**src/rtl/e203_exu_longp_retire_sched.sv**
```systemverilog
// In-order retire scheduler for long-pipe completions tracked by the OITF.
// Optional FP regfile tagging of write-backs: define E203_LONGP_RETIRE_FPU_EN.
module e203_exu_longp_retire_sched #(
    parameter int unsigned REQ_NUM = 3,
    parameter int unsigned ITAG_W  = 1,
    parameter int unsigned RFIDX_W = 5,
    parameter int unsigned XLEN    = 32,
    parameter int unsigned PC_W    = 32
) (
    input  logic                      clk,
    input  logic                      rst,

    input  logic [REQ_NUM-1:0]        req_valid,
    output logic [REQ_NUM-1:0]        req_ready,
    input  logic [REQ_NUM*ITAG_W-1:0] req_itag,
    input  logic [REQ_NUM*XLEN-1:0]   req_wdat,
    input  logic [REQ_NUM-1:0]        req_err,

    input  logic                      oitf_empty,
    input  logic [ITAG_W-1:0]         oitf_ret_ptr,
    input  logic [RFIDX_W-1:0]        oitf_ret_rdidx,
    input  logic                      oitf_ret_rdwen,
    input  logic                      oitf_ret_rdfpu,
    input  logic [PC_W-1:0]           oitf_ret_pc,
    output logic                      oitf_ret_ena,

    output logic                      wbck_o_valid,
    input  logic                      wbck_o_ready,
    output logic [XLEN-1:0]           wbck_o_wdat,
    output logic [RFIDX_W-1:0]        wbck_o_rdidx,
    output logic                      wbck_o_rdfpu,

    output logic                      excp_o_valid,
    input  logic                      excp_o_ready,
    output logic [PC_W-1:0]           excp_o_pc
);

    localparam int unsigned SEL_W = (REQ_NUM > 1) ? $clog2(REQ_NUM) : 1;

    typedef enum logic [1:0] {
        IDLE,
        WBCK,
        EXCP,
        RET
    } state_t;

    state_t state;
    state_t state_nxt;

    logic [REQ_NUM-1:0] buf_vld;
    logic [ITAG_W-1:0]  buf_itag [REQ_NUM];
    logic [XLEN-1:0]    buf_wdat [REQ_NUM];
    logic [REQ_NUM-1:0] buf_err;

    logic [REQ_NUM-1:0] match;
    logic               any_match;
    logic [SEL_W-1:0]   sel;
    logic               load;
    logic               sel_err;
    logic [XLEN-1:0]    sel_wdat;

    logic               wbck_vld_r;
    logic               excp_vld_r;
    logic [XLEN-1:0]    wdat_r;
    logic [RFIDX_W-1:0] rdidx_r;
    logic [PC_W-1:0]    pc_r;

    assign req_ready = ~buf_vld;

    // Only the entry whose itag equals the retire pointer may leave; lowest index wins a tie.
    always_comb begin
        match = '0;
        for (int unsigned k = 0; k < REQ_NUM; k++) begin
            match[k] = buf_vld[k] & ~oitf_empty & (buf_itag[k] == oitf_ret_ptr);
        end
    end

    always_comb begin
        sel       = '0;
        any_match = 1'b0;
        for (int unsigned k = 0; k < REQ_NUM; k++) begin
            if (match[k] && !any_match) begin
                sel       = SEL_W'(k);
                any_match = 1'b1;
            end
        end
    end

    assign load     = (state == IDLE) & any_match;
    assign sel_err  = buf_err[sel];
    assign sel_wdat = buf_wdat[sel];

    // A buffer being released is full, so it cannot also accept in that cycle.
    always_ff @(posedge clk or posedge rst) begin
        if (rst) begin
            buf_vld <= '0;
            buf_err <= '0;
            for (int unsigned k = 0; k < REQ_NUM; k++) begin
                buf_itag[k] <= '0;
                buf_wdat[k] <= '0;
            end
        end else begin
            for (int unsigned k = 0; k < REQ_NUM; k++) begin
                if (load && (sel == SEL_W'(k))) begin
                    buf_vld[k] <= 1'b0;
                end else if (req_valid[k] && !buf_vld[k]) begin
                    buf_vld[k]  <= 1'b1;
                    buf_itag[k] <= req_itag[k*ITAG_W +: ITAG_W];
                    buf_wdat[k] <= req_wdat[k*XLEN +: XLEN];
                    buf_err[k]  <= req_err[k];
                end
            end
        end
    end

    always_comb begin
        state_nxt    = state;
        oitf_ret_ena = 1'b0;
        case (state)
            IDLE: begin
                if (any_match) begin
                    if (sel_err) begin
                        state_nxt = EXCP;
                    end else if (oitf_ret_rdwen) begin
                        state_nxt = WBCK;
                    end else begin
                        state_nxt = RET;
                    end
                end
            end
            WBCK: begin
                if (wbck_o_ready) begin
                    oitf_ret_ena = 1'b1;
                    state_nxt    = IDLE;
                end
            end
            EXCP: begin
                if (excp_o_ready) begin
                    oitf_ret_ena = 1'b1;
                    state_nxt    = IDLE;
                end
            end
            RET: begin
                oitf_ret_ena = 1'b1;
                state_nxt    = IDLE;
            end
            default: begin
                state_nxt = IDLE;
            end
        endcase
    end

    // Valids are flops fed from the next state so they are glitch-free and hold until accepted.
    always_ff @(posedge clk or posedge rst) begin
        if (rst) begin
            state      <= IDLE;
            wbck_vld_r <= 1'b0;
            excp_vld_r <= 1'b0;
        end else begin
            state      <= state_nxt;
            wbck_vld_r <= (state_nxt == WBCK);
            excp_vld_r <= (state_nxt == EXCP);
        end
    end

    always_ff @(posedge clk or posedge rst) begin
        if (rst) begin
            wdat_r  <= '0;
            rdidx_r <= '0;
            pc_r    <= '0;
        end else if (load) begin
            wdat_r  <= sel_wdat;
            rdidx_r <= oitf_ret_rdidx;
            pc_r    <= oitf_ret_pc;
        end
    end

`ifdef E203_LONGP_RETIRE_FPU_EN
    logic rdfpu_r;

    always_ff @(posedge clk or posedge rst) begin
        if (rst) begin
            rdfpu_r <= 1'b0;
        end else if (load) begin
            rdfpu_r <= oitf_ret_rdfpu;
        end
    end

    assign wbck_o_rdfpu = rdfpu_r;
`else
    logic unused_rdfpu;

    assign unused_rdfpu = oitf_ret_rdfpu;
    assign wbck_o_rdfpu = 1'b0;
`endif

    assign wbck_o_valid = wbck_vld_r;
    assign excp_o_valid = excp_vld_r;
    assign wbck_o_wdat  = wdat_r;
    assign wbck_o_rdidx = rdidx_r;
    assign excp_o_pc    = pc_r;

endmodule

```
**config.mk**
```make
export PLATFORM = sky130hd
export DESIGN_NAME = e203_exu_longp_retire_sched
export DESIGN_NICKNAME = d
export VERILOG_FILES = /design/src/rtl/e203_exu_longp_retire_sched.sv
export SDC_FILE = /design/constraint.sdc
export NUM_CORES = 1
export LEC_CHECK = 0
export ABC_AREA = 1
export CAP_MARGIN = 20
export CORE_ASPECT_RATIO = 0.8
export CORE_MARGIN = 2
export CORE_UTILIZATION = 30
export CTS_BUF_LIST = sky130_fd_sc_hd__clkbuf_4 sky130_fd_sc_hd__clkbuf_8 sky130_fd_sc_hd__clkbuf_16
export DETAILED_ROUTE_END_ITERATION = 16
export GPL_ROUTABILITY_DRIVEN = 0
export HOLD_SLACK_MARGIN = 0.03
export SYNTH_ARGS = -nofsm -noshare
export SYNTH_HDL_FRONTEND = slang
export SYNTH_SLANG_ARGS = --single-unit
```
**constraint.sdc**
```tcl
create_clock -name clk -period 13.6 [get_ports clk]
set_input_delay 1.36 -clock clk [delete_from_list [all_inputs] [get_ports clk]]
set_output_delay 1.36 -clock clk [all_outputs]
set_load 0.05 [all_outputs]
```
==> results.yml <==
sta:
  maxSlewViolCount: 0
  setup_tns_ns: 0
  skew_ns: 0.0100
  rsz0062_at_grt: "no"
  finalCriticalPeriod_ns: 4.26
  finalSetupViolCount: 0
  tightestPinTransition_ns: 1.07
  relSlewSlack_pct: 28.7
  fin_crit_sh_pct: 31.3
  hold_violations: 0
  max_freq_mhz: 235
cts:
  cts_resized: 0
  hold_buffers: 0
  clk_pin_slew_ns: 0.06
  insertion_delay_ns: 0.43
  clkSinkCount: 178
  root_buffer: "clkbuf_16"
  post-cts-setup-buffers: 0
  cts_buffer_depth: 2
  cts_tree: "built"
  cts_buffers: 17
  htree_num_levels: 4
drt:
  route.detailed.drc: 0
  wl_per_cell_um: 17.1
  ant_nets: 0
  vias: 5483
  wl_um: 20600
  first_pass_iters: 4
  drt-initial-drc-count: 215
  detail_route.vias_per_cell: 4.55
critical_path:
  endpoint_kind: "primary output"
  cp_max_fo: 2
  required_ns: 12.24
  worst_setup_path_start_kind: "input port"
  cp.arrival_ns: 2.90
  path_class: "in -> out"
place:
  io_buffers: 223
  post-dp-hpwl_um: 12700
floorplanning:
  die_h_um: 145
  dieArea_um2: 26100
  coreArea_um2: 24400
  top_level_ports: 226
  die_width_um: 180
  start_util_pct: 30.6
  rows: 51
layout:
  drive_gt1_share_pct: 18.0
  nets: 1025
  area_growth_syn_to_layout_pct: 40.7
synthesis:
  synth_top_area_share_pct: 59.8
  synth_area_um2: 7450
  synth_area_per_cell_um2: 11.2
  synth_edf_count: 0
  synth_commonest_cells: "178 x dfrtp_1, 163 x nand2_1, 97 x mux2_2"
  async_flop_share_pct: 100
  syn-instance-count: 665
  synthFlopType: "dfrtp_1"
  yosysSeqAreaShare_pct: 59.8
  ys_ff_latch: 178
  synth_nets: 815
  yosysWarnings: 0
  synth_area_leader_cell: "dfrtp_1"
  yosysMostFrequentCell: "dfrtp_1"
  yosys-top-cells-area: "dfrtp_1 60%, mux2_2 15%, nand2_1 8.2%"
  synth.distinct_cells: 27
global_route:
  gr-total-overflow: 0
  grt_use_total_pct: 16.1
  grt_antenna_before_repair: 2
  grt_first_pass_wirelength_um: 32600
  grt_pass1_vias: 5631
  grt_max_degree: 73
flow_run:
  drv_cap: 0
min_path:
  min_path_type: "reg -> reg"
power:
  ir_worst_vdd_mv: 0.103
  totalPowerFinal_w: 0.00270
  power_density_nw_per_um2: 257
  leakagePower_nw: 4.56
status:
  outcome: "complete, no violations"
==> worst max-delay path, cell delays in order <==
cell             delay (ns)
clkdlybuf4s50_1        0.49
nand2_1                0.06
a21oi_1                0.16
clkdlybuf4s50_1        0.83
==> layer usage <==
| layer | global-route usage, % | wire length (um) |
|---|---|---|
| met1 | 21.7 | 9680 |
| met2 | 24.8 | 9160 |
| met3 | 5.30 | 1440 |
| met4 | 4.64 | 339 |
| met5 | 0 | 13 |
==> path summary, 6_finish.rpt <==
kind	start	endpoint	slack, ns	depth (start not counted)
setup / recovery	excp_o_ready	oitf_ret_ena	9.34	4
hold / removal	excp_o_pc[22]	excp_o_pc[22]	0.48	2
setup reg to reg	buf_vld[0]	wbck_o_valid	10.87	10
hold reg to reg	excp_o_pc[22]	excp_o_pc[22]	0.48	2
max in group asynchronous	rst	buf_wdat[90]	10.98	3
min in group asynchronous	rst	excp_o_pc[25]	1.31	2
==> flip-flops by register name, summed over array words and instances, names as in the netlist <==
register / cells
buf_wdat: 96
excp_o_valid: 1
state: 2
buf_itag: 3
wbck_o_wdat: 32
wbck_o_valid: 1
buf_err: 3
buf_vld: 3
wbck_o_rdidx: 5
excp_o_pc: 32
==> layout make-up <==
class,count,area [um^2]
Antenna cell,1,2.50
Clock buffer,21,462
Clock inverter,10,80.1
Fill cell,2365,13900
Inverter,18,82.6
Multi-Input combinational cell,433,2710
Sequential cell,178,4450
Tap cell,318,398
Timing Repair Buffer,227,2290
==> stage by stage <==
step	instance area (um^2)	std cells	hold WS, ns	setup WS [ns]	util, %
after CTS	10400	1203	0.481	9.34	42.8
after global placement	9890	1172	0.461	9.30	40.6
final	10500	1206	0.476	9.34	43.0
after global routing	10500	1206	0.490	9.30	43.0
after floorplan	7450	665	0.471	7.41	-
after detailed placement	9890	1172	0.464	9.31	40.6
==> power by group <==
| group | total (W) | internal (W) | switching, W |
|---|---|---|---|
| combinational | 0.00131 | 0.000500 | 0.000811 |
| sequential | 0.000927 | 0.000798 | 0.000129 |
| clock | 0.000458 | 0.000245 | 0.000213 |
| total | 0.00270 | 0.00154 | 0.00115 |
==> layout by cell type, fill, tap and decap left out, types with 5 or more instances in the layout <==
cell | Yosys | routed
a21oi_1 | 54 | 54
clkbuf_16 | 0 | 17
clkdlybuf4s50_1 | 0 | 223
clkinvlp_4 | 0 | 6
dfrtp_1 | 178 | 178
inv_1 | 10 | 9
inv_2 | 5 | 5
mux2_2 | 97 | 97
nand2_1 | 163 | 160
nand2_2 | 3 | 6
nand3_1 | 13 | 13
nor2_1 | 32 | 32
o211ai_1 | 32 | 32
or2_0 | 20 | 20
==> cell families after synthesis <==
logic type / count (synthesis) / synth area share (%)
AO/OA/AOI/OAI: 88 / 7.00
flip-flops: 178 / 59.8
other: 1 / 0.0503
AND/OR/NAND/NOR: 247 / 14.6
multiplexers: 97 / 14.7
buffers and inverters: 54 / 3.96
Power figures use the tool's default switching activity.
